**src/rtl/dodge_pkg.sv**
```systemverilog
// Shared types and helpers for the LED-matrix dodge game engine.
package dodge_pkg;

  typedef enum logic [2:0] {
    ST_IDLE  = 3'd0,
    ST_PLAY  = 3'd1,
    ST_PAUSE = 3'd2,
    ST_WIN   = 3'd3,
    ST_LOSE  = 3'd4
  } game_state_t;

  localparam logic [15:0] LFSR_TAPS = 16'hB400;

  // Low bits of the LFSR select the spawn column; caller narrows to its column width.
  function automatic logic [15:0] spawn_col(input logic [15:0] lfsr, input int unsigned cols);
    return lfsr & 16'(cols - 1);
  endfunction

endpackage

```
**src/rtl/dodge_lfsr.sv**
```systemverilog
// 16-bit Galois LFSR (right shift) with seed and shift enable.
module dodge_lfsr
  import dodge_pkg::*;
#(
  parameter logic [15:0] SEED = 16'hACE1
) (
  input  logic        clk,
  input  logic        rst_n,
  input  logic        en,
  output logic [15:0] q
);

  always_ff @(posedge clk or negedge rst_n) begin
    if (!rst_n) q <= SEED;
    else if (en) q <= {1'b0, q[15:1]} ^ (q[0] ? LFSR_TAPS : '0);
  end

endmodule

```
**src/rtl/dodge_game_engine.sv**
```systemverilog
// Game-logic core: FSM, player, falling-object array, lives and timer for the dodge game.
module dodge_game_engine
  import dodge_pkg::*;
#(
  parameter int          COLS       = 8,
  parameter int          ROWS       = 8,
  parameter int          NUM_OBJ    = 3,
  parameter int          LIVES      = 3,
  parameter int          PLAYER_H   = 2,
  parameter int          TIME_LIMIT = 30,
  parameter logic [15:0] LFSR_SEED  = 16'hACE1
) (
  input  logic                    CLK,
  input  logic                    clear_n,
  input  logic                    start,
  input  logic                    pause,
  input  logic                    mode,
  input  logic                    left,
  input  logic                    right,
  input  logic                    move_tick,
  input  logic                    sec_tick,
  input  logic [$clog2(COLS)-1:0] scan_col,
  output logic [ROWS-1:0]         obj_bits,
  output logic [ROWS-1:0]         player_bits,
  output logic [2:0]              state,
  output logic [2:0]              lives,
  output logic [7:0]              time_val,
  output logic                    hit,
  output logic                    game_over
);

  localparam int CW      = $clog2(COLS);
  localparam int RW      = $clog2(ROWS + 1);
  localparam int STAGGER = ROWS / NUM_OBJ;
  localparam int HIT_ROW = ROWS - PLAYER_H;
  localparam logic [ROWS-1:0] PLAYER_MASK = {ROWS{1'b1}} << HIT_ROW;

  game_state_t cur_state, next_state;
  logic [2:0]   lives_q, lives_n;
  logic [7:0]   time_q, time_n;
  logic         mode_q, mode_n;
  logic [CW-1:0] pcol_q, pcol_n;
  logic         hit_q, hit_n;

  logic [NUM_OBJ-1:0] act_q, act_n;
  logic [RW-1:0]      row_q [NUM_OBJ];
  logic [RW-1:0]      row_n [NUM_OBJ];
  logic [CW-1:0]      col_q [NUM_OBJ];
  logic [CW-1:0]      col_n [NUM_OBJ];
  logic [RW-1:0]      dly_q [NUM_OBJ];
  logic [RW-1:0]      dly_n [NUM_OBJ];

  logic [15:0]   lfsr_q;
  logic [CW-1:0] spawn_c;
  logic          collide, won;

  dodge_lfsr #(.SEED(LFSR_SEED)) u_lfsr (
    .clk  (CLK),
    .rst_n(clear_n),
    .en   (1'b1),
    .q    (lfsr_q)
  );

  assign spawn_c = CW'(spawn_col(lfsr_q, COLS));

  always_ff @(posedge CLK or negedge clear_n) begin
    if (!clear_n) begin
      cur_state <= ST_IDLE;
      lives_q   <= 3'(LIVES);
      time_q    <= '0;
      mode_q    <= 1'b0;
      pcol_q    <= CW'(COLS / 2 - 1);
      hit_q     <= 1'b0;
      act_q     <= '0;
      for (int unsigned k = 0; k < NUM_OBJ; k++) begin
        row_q[k] <= '0;
        col_q[k] <= '0;
        dly_q[k] <= '0;
      end
    end else begin
      cur_state <= next_state;
      lives_q   <= lives_n;
      time_q    <= time_n;
      mode_q    <= mode_n;
      pcol_q    <= pcol_n;
      hit_q     <= hit_n;
      act_q     <= act_n;
      for (int unsigned k = 0; k < NUM_OBJ; k++) begin
        row_q[k] <= row_n[k];
        col_q[k] <= col_n[k];
        dly_q[k] <= dly_n[k];
      end
    end
  end

  always_comb begin
    next_state = cur_state;
    lives_n    = lives_q;
    time_n     = time_q;
    mode_n     = mode_q;
    pcol_n     = pcol_q;
    hit_n      = 1'b0;
    act_n      = act_q;
    collide    = 1'b0;
    won        = 1'b0;
    for (int unsigned k = 0; k < NUM_OBJ; k++) begin
      row_n[k] = row_q[k];
      col_n[k] = col_q[k];
      dly_n[k] = dly_q[k];
    end

    case (cur_state)
      ST_PLAY: begin
        if (pause) begin
          next_state = ST_PAUSE;
        end else begin
          if (move_tick) begin
            if (right && !left && pcol_q != CW'(COLS - 1)) pcol_n = pcol_q + 1'b1;
            else if (left && !right && pcol_q != '0)       pcol_n = pcol_q - 1'b1;

            // An object leaving the bottom row parks with delay 0 so it respawns on the next tick.
            for (int unsigned k = 0; k < NUM_OBJ; k++) begin
              if (act_q[k]) begin
                if (row_q[k] == RW'(ROWS - 1)) begin
                  act_n[k] = 1'b0;
                  dly_n[k] = '0;
                end else begin
                  row_n[k] = row_q[k] + 1'b1;
                end
              end else if (dly_q[k] > RW'(1)) begin
                dly_n[k] = dly_q[k] - 1'b1;
              end else begin
                dly_n[k] = '0;
                act_n[k] = 1'b1;
                row_n[k] = '0;
                col_n[k] = spawn_c;
              end
            end

            for (int unsigned k = 0; k < NUM_OBJ; k++)
              if (act_n[k] && col_n[k] == pcol_n && row_n[k] >= RW'(HIT_ROW)) collide = 1'b1;

            if (collide) begin
              hit_n = 1'b1;
              if (lives_q != '0) lives_n = lives_q - 1'b1;
              act_n = '0;
              for (int unsigned k = 0; k < NUM_OBJ; k++) dly_n[k] = RW'(k * STAGGER);
            end
          end

          if (sec_tick) begin
            if (mode_q) begin
              if (time_q != '0) time_n = time_q - 1'b1;
              if (time_q == 8'd1) won = 1'b1;
            end else if (time_q != 8'hFF) begin
              time_n = time_q + 1'b1;
            end
          end

          if (lives_n == '0) next_state = ST_LOSE;
          else if (won)      next_state = ST_WIN;
        end
      end

      ST_PAUSE: begin
        if (!pause) next_state = ST_PLAY;
      end

      default: begin
        if (start) begin
          next_state = ST_PLAY;
          lives_n    = 3'(LIVES);
          time_n     = mode ? 8'(TIME_LIMIT) : '0;
          mode_n     = mode;
          pcol_n     = CW'(COLS / 2 - 1);
          act_n      = '0;
          for (int unsigned k = 0; k < NUM_OBJ; k++) begin
            row_n[k] = '0;
            dly_n[k] = RW'(k * STAGGER);
          end
        end
      end
    endcase
  end

  always_comb begin
    obj_bits = '0;
    for (int unsigned k = 0; k < NUM_OBJ; k++)
      for (int unsigned r = 0; r < ROWS; r++)
        if (act_q[k] && col_q[k] == scan_col && row_q[k] == RW'(r)) obj_bits[r] = 1'b1;
  end

  assign player_bits = (pcol_q == scan_col) ? PLAYER_MASK : '0;
  assign state       = cur_state;
  assign lives       = lives_q;
  assign time_val    = time_q;
  assign hit         = hit_q;
  assign game_over   = (cur_state == ST_WIN) || (cur_state == ST_LOSE);

endmodule

```
**config.mk**
```make
export PLATFORM = sky130hd
export DESIGN_NAME = dodge_game_engine
export DESIGN_NICKNAME = d
export VERILOG_FILES = /design/src/rtl/dodge_pkg.sv /design/src/rtl/dodge_lfsr.sv /design/src/rtl/dodge_game_engine.sv
export SDC_FILE = /design/constraint.sdc
export NUM_CORES = 1
export LEC_CHECK = 0
export ABC_AREA = 1
export CAP_MARGIN = 20
export CORE_MARGIN = 2
export CORE_UTILIZATION = 45
export DETAILED_ROUTE_END_ITERATION = 8
export GPL_TIMING_DRIVEN = 0
export PLACE_DENSITY_LB_ADDON = 0.15
export SLEW_MARGIN = 15
export SYNTH_ARGS = -nofsm -noshare
export SYNTH_HDL_FRONTEND = slang
export SYNTH_SLANG_ARGS = --single-unit
```
**constraint.sdc**
```tcl
create_clock -name CLK -period 3.7 [get_ports CLK]
set_clock_uncertainty 0.15 [all_clocks]
set_input_delay 0.74 -clock CLK [delete_from_list [all_inputs] [get_ports CLK]]
set_output_delay 0.74 -clock CLK [all_outputs]
set_load 0.01 [all_outputs]
```
==> impl_metrics.json, run 1 <==
{
  "crit_type": "input pin to primary output",
  "drc": 0,
  "grt_pass1_wl_um": 19200,
  "syn_area_um2": 4800,
  "relSlewSlack_pct": 62.1,
  "wl_per_cell_um": 13.6,
  "die_w_um": 107,
  "min_path_type": "input pin to asynchronous set/reset pin",
  "clock_sinks": 71,
  "ys_warn_count": 0,
  "layout_common_cells": "nand2_1, inv_1, dfrtp_1",
  "pwr-share-clk_pct": 17.4,
  "ios": 44,
  "final_common_cell": "nand2_1",
  "synth_area_per_cell_um2": 7.45,
  "synthXorXnorAreaFrac_pct": 3.47,
  "regArea_um2": 1790,
  "ir_drop_uv": 325,
  "dr.pass1.iters": 5,
  "initial_core_util_pct": 46.5,
  "crit_fanout": 7,
  "yosysSeqAreaShare_pct": 37.3,
  "vias": 4353,
  "path_clk_slew_ns": 0.08,
  "end_kind": "primary output",
  "powerDensity_nw_per_um2": 717,
  "netSwitchingPower_mw": 1.92,
  "cap_viol_max_count": 0,
  "yosys.area_share.simple_pct": 29.6,
  "power_frac_comb_pct": 53.4,
  "grt-ovfl-total": 0,
  "drtIter0Drc": 185,
  "io_buffers": 36,
  "via_per_inst": 5.19,
  "antenna_found_initial": 0,
  "synth-edff-count": 0,
  "area_growth_syn_to_layout_pct": 18.0,
  "hold_slack_ns": 0.135,
  "max_clock_freq_mhz": 297,
  "syn_inst": 644,
  "p_total_mw": 4.06,
  "cp-start-kind": "input pin",
  "rrSetupSlack_ns": 0.73,
  "setup_slack_ns": 0.329,
  "dp_hpwl_um": 8830,
  "intPower_mw": 2.14,
  "grtUsageTotal_pct": 21.1,
  "hold_buffers": 0,
  "grt_pass1_vias": 4082,
  "core_um2": 10300,
  "ant_nets": 0,
  "dp_slack_ns": -0.0712,
  "num_antenna_cells": 0,
  "period_share_pct": 91.1,
  "worstPathRequired_ns": 2.81,
  "ys_ff_latch": 71,
  "reg2reg_from": "pcol_q[0]$_DFFE_PN1P_",
  "drt-total-wl_um": 11400,
  "reg2reg_to": "state[1]$_DFFE_PN0P_",
  "multi_input_area_um2": 2580,
  "ctsHtreeMaxLevel": 3,
  "clk_latency_ns": 0.36,
  "fin_nets": 739,
  "fin_crit_ns": 3.37,
  "rsz0062_at_grt": "no",
  "ys_async_sr_fraction_pct": 100,
  "die-area_um2": 11500,
  "cts_root_buf": "clkbuf_8",
  "setup_violations": 0,
  "p_leak_nw": 2.83,
  "grt_max_degree": 48,
  "synth_top_family_by_area": "simple AND/OR/NAND/NOR gates",
  "drive_gt1_share_pct": 14.7,
  "status": "complete, no violations",
  "synthMuxAreaShare_pct": 0,
  "cts_tree": "yes",
  "place_congestion": 0.940,
  "fillers": 978,
  "dieHeight_um": 107,
  "tightest_slew_ns": 0.568,
  "reg2reg_depth": 22,
  "swShare_pct": 47.3,
  "finalHoldViolations": 0,
  "synth-compound-area-share_pct": 11.6,
  "worst_ep_arrival_time_ns": 2.48,
  "synth_ff_type": "dfrtp_1",
  "clk_path_buf_depth": 2,
  "synthAdderAreaFrac_pct": 7.56,
  "cts_buffers": 9,
  "synth.distinct_cells": 40,
  "fin_setup_tns_ns": 0,
  "seqPwrFrac_pct": 29.2,
  "slew_violations": 0,
  "rows": 37
}
-- worst max-delay path by stage --
| stage | startpoint | to | slack (ns) | cells after the start |
|---|---|---|---|---|
| 2_1_floorplan | scan_col[0] | obj_bits[0] | 1.02 | 7 |
| 3_3_place_gp | clear_n | state[0]$_DFFE_PN0P_ | -0.76 | 1 |
| 3_5_place_dp | scan_col[2] | obj_bits[1] | -0.07 | 7 |
| 4_1_cts | scan_col[1] | obj_bits[3] | 0.02 | 8 |
| 5_1_grt | scan_col[0] | obj_bits[3] | 0.08 | 8 |
| 6_report | scan_col[0] | obj_bits[1] | 0.33 | 8 |
-- what timing repair did --
action	4_1_cts	5_1_grt
pin swaps	0	2
cloned	0	0
gates resized for setup	5	6
endpoints found under the setup margin	7	7
setup buffers	0	1
-- final cells by class --
cell class | count | area share [%]
well taps | 136 | 3.00
plain buffers | 15 | 1.52
inverters | 110 | 7.29
repair buffers | 38 | 7.03
flip-flops and latches | 71 | 31.6
clock inverters | 5 | 1.46
clock buffers | 11 | 2.50
multi-input cells | 453 | 45.6
-- synthesized netlist by cell type (4+ instances only) --
cell / n / share of area (%)
nor2_2: 4 / 0.52
inv_1: 89 / 7.0
inv_2: 21 / 1.6
nand3_2: 4 / 0.83
a21oi_1: 14 / 1.5
nand4_1: 15 / 2.0
nand2_2: 12 / 1.6
a22oi_1: 4 / 0.63
o22ai_1: 15 / 2.0
clkbuf_1: 5 / 0.39
o21ai_0: 37 / 3.9
nor2_4: 5 / 1.2
dfrtp_1: 59 / 31
xnor2_1: 5 / 0.91
nand2_1: 166 / 13
nand3_1: 47 / 4.9
ha_1: 29 / 7.6
nor3_1: 12 / 1.3
dfstp_2: 12 / 6.6
xor2_1: 14 / 2.6
o21ai_1: 10 / 1.0
buf_4: 7 / 1.1
nor2_1: 32 / 2.5
-- power by group through the flow --
stage	registers [mW]	clock network (mW)	logic, mW
final	1.18	0.708	2.17
after global routing	1.21	0.762	2.45
after CTS	1.18	0.727	2.16
after detailed placement	1.19	0	2.15
after global placement	1.18	0	2.11
after floorplan	1.16	0	1.56
-- logic make-up after synthesis --
logic type,after synthesis
compound gates,95
other cells,1
flops,71
xor+xnor,19
fa+ha+maj,29
buf+inv,125
simple gates,304
-- critical path, stage by stage --
cell and delay [ns]:
clkbuf_1 0.27, o22ai_1 0.14, a21oi_1 0.16, o2111ai_2 0.19
nor3_4 0.27, nand2_1 0.10, nand3_1 0.08, clkdlybuf4s50_1 0.53
-- state kept, by name, summed over array words and instances, names as in the netlist --
register,cells
dly_q,12
row_q,12
act_q,3
time_val,8
col_q,9
lives,3
u_lfsr.q,16
mode_q,1
hit,1
state,3
pcol_q,3
-- through the flow --
stage | util [%] | instance area, µm² | instances
floorplan | - | 4820 | 649
global placement | 51.8 | 5350 | 821
detailed placement | 52.1 | 5380 | 822
CTS | 54.5 | 5620 | 838
global route | 54.9 | 5660 | 839
finish | 54.9 | 5660 | 839
-- per-layer routing --
| layer | part of all wire [%] | wire, µm | GRT usage [%] |
|---|---|---|---|
| met5 | 0 | 0 | 0 |
| met1 | 46 | 5310 | 27.7 |
| met2 | 47 | 5390 | 34.5 |
| met3 | 4.6 | 527 | 3.69 |
| met4 | 1.9 | 216 | 8.16 |
Note: power is estimated with default switching activity, not from simulation.
==> run 2, diff against run 1 <==
--- a/config.mk
+++ b/config.mk
@@ -7,7 +7,7 @@
 export LEC_CHECK = 0
 export ABC_AREA = 1
 export CAP_MARGIN = 20
-export CORE_MARGIN = 2
+export CORE_MARGIN = 10
 export CORE_UTILIZATION = 45
 export DETAILED_ROUTE_END_ITERATION = 8
 export GPL_TIMING_DRIVEN = 0
==> impl_metrics.json, run 2 (synthesized netlist as in run 1, its figures left out) <==
{
  "clock_sinks": 71,
  "reg2reg_depth": 19,
  "final_util_pct": 54.0,
  "cp_slowest_cell": "clkdlybuf4s50_1",
  "period_share_pct": 95.7,
  "grt-ovfl-total": 0,
  "core_um2": 10400,
  "reg_top3": "u_lfsr.q x16, dly_q x12, row_q x12",
  "reg2reg_from": "pcol_q[0]$_DFFE_PN1P_",
  "drc": 0,
  "grt_pass1_vias": 4206,
  "drtIter0Drc": 217,
  "place_congestion": 0.902,
  "rows": 37,
  "fin_nets": 740,
  "ctsHtreeMaxLevel": 3,
  "cts_tree": "yes",
  "ant_nets": 0,
  "cts_buffers": 9,
  "crit_fanout": 5,
  "fillers": 1009,
  "area_growth_syn_to_layout_pct": 16.6,
  "drt-total-wl_um": 11900,
  "initial_core_util_pct": 46.3,
  "wl_per_cell_um": 14.2,
  "max_stage_delay_ns": 0.54,
  "hold_buffers": 0,
  "num_antenna_cells": 0,
  "fin_crit_ns": 3.54,
  "ir_drop_uv": 276,
  "grt_max_degree": 41,
  "cts_root_buf": "clkbuf_8",
  "vias": 4291,
  "powerDensity_nw_per_um2": 708,
  "p_leak_nw": 2.80,
  "largest_register_ffs": 16,
  "dr.pass1.iters": 5,
  "status": "complete, no violations",
  "die_w_um": 123,
  "clk_path_buf_depth": 2,
  "via_per_inst": 5.11,
  "top_register": "u_lfsr.q",
  "cp_cell_sequence": "dlygate4sd2_1 > o22ai_1 > a21oi_1 > o2111ai_2 > nor3_2 > nand2_1 > nand3_1 > clkdlybuf4s50_1",
  "antenna_found_initial": 0,
  "crit_type": "input pin to primary output",
  "io_buffers": 36,
  "setup_violations": 0,
  "tightest_slew_ns": 0.533,
  "worst_ep_arrival_time_ns": 2.65,
  "grtUsageTotal_pct": 16.5,
  "max_clock_freq_mhz": 282,
  "drive_gt1_share_pct": 14.9,
  "relSlewSlack_pct": 64.5,
  "clk_latency_ns": 0.37,
  "min_path_type": "input pin to asynchronous set/reset pin",
  "path_clk_slew_ns": 0.10,
  "dp_hpwl_um": 9160,
  "cap_viol_max_count": 0,
  "slew_violations": 0,
  "fin_setup_tns_ns": 0,
  "rsz0062_at_grt": "no",
  "dieHeight_um": 123,
  "final_common_cell": "nand2_1",
  "die-area_um2": 15200,
  "grt_pass1_wl_um": 20300,
  "ios": 44,
  "layout_common_cells": "nand2_1, inv_1, dfrtp_1",
  "finalHoldViolations": 0,
  "end_kind": "primary output",
  "worstPathRequired_ns": 2.81,
  "cp-start-kind": "input pin",
  "startpoint": "scan_col[1]"
}
[run 2: changes by cell type in the layout (fill, tap and decap cells not counted), moves of 2 or more]
cell | before | now
nor3_2 | 3 | 5
dlygate4sd2_1 | 0 | 2
dlymetal6s2s_1 | 2 | 0
clkbuf_1 | 6 | 4
inv_6 | 0 | 4
nor3_4 | 3 | 1
bufinv_16 | 2 | 0
[run 2: layer usage]
| layer | vias to the layer above | share of wire [%] | global-route usage [%] |
|---|---|---|---|
| li1 | 2176 | - | - |
| met1 | 2006 | 47 | 21.6 |
| met2 | 98 | 47 | 26.8 |
| met3 | 11 | 5.3 | 3.83 |
| met4 | 0 | 0.98 | 4.44 |
| met5 | - | 0 | 0 |
[run 2: worst max-delay path, delay by kind of cell]
kind,cells,cell delay (ns)
AOI/OAI and AO/OA,3,0.48
and+or+nand+nor,3,0.52
buffers and inverters,2,0.90
[run 2: layout make-up]
type / count / area [µm²] / area share [%]
multi-input combinational: 453 / 2560 / 45.7
clock buffer: 9 / 124 / 2.21
clock inverter: 7 / 61.3 / 1.10
inverter: 110 / 413 / 7.38
buffer: 15 / 87.6 / 1.56
sequential: 71 / 1790 / 32.0
timing repair buffer: 39 / 390 / 6.97
tap: 136 / 170 / 3.04
[run 2: what timing repair did]
action,in CTS,in global routing
gates resized for setup,8,2
endpoints found under the hold margin,0,0
setup buffers,2,0
pin swaps,3,0
setup endpoints to repair,7,3
gates cloned,0,0
[run 2: report_power, final]
| group | total, mW | internal (mW) | switching (mW) |
|---|---|---|---|
| Combinational | 2.18 | 0.762 | 1.42 |
| Sequential | 1.18 | 0.973 | 0.203 |
| Clock | 0.610 | 0.257 | 0.352 |
[run 2: path summary, 6_finish.rpt]
check / endpoint / slack [ns]
max in group asynchronous: lives[0]$_DFFE_PN1P_ / 2.61
hold / removal: col_q[2]$_DFFE_PN0P_ / 0.15
hold reg to reg: u_lfsr.q[7]$_DFF_PN1_ / 0.21
min in group CLK: u_lfsr.q[7]$_DFF_PN1_ / 0.21
setup / recovery: obj_bits[1] / 0.16
setup reg to reg: dly_q[9]$_DFFE_PN0P_ / 0.73
[run 2: metrics by stage]
stage | hold slack (ns) | setup slack [ns] | area (µm²) | total power, mW | instances
2_1_floorplan | 0.181 | 1.02 | 4820 | 2.72 | 649
3_3_place_gp | 0.184 | -0.848 | 5350 | 3.31 | 821
5_1_grt | 0.173 | 0.00297 | 5600 | 4.35 | 840
4_1_cts | 0.162 | 0.156 | 5600 | 3.98 | 840
3_5_place_dp | 0.187 | -0.177 | 5370 | 3.35 | 822
6_report | 0.154 | 0.158 | 5600 | 3.96 | 840
==> run 3, diff against run 2 <==
--- a/config.mk
+++ b/config.mk
@@ -12,6 +12,7 @@
 export DETAILED_ROUTE_END_ITERATION = 8
 export GPL_TIMING_DRIVEN = 0
 export PLACE_DENSITY_LB_ADDON = 0.15
+export SKIP_LAST_GASP = 1
 export SLEW_MARGIN = 15
 export SYNTH_ARGS = -nofsm -noshare
 export SYNTH_HDL_FRONTEND = slang
==> results of run 3 <==
Same layout as run 2: the final DEF is identical, and so are final timing and power.
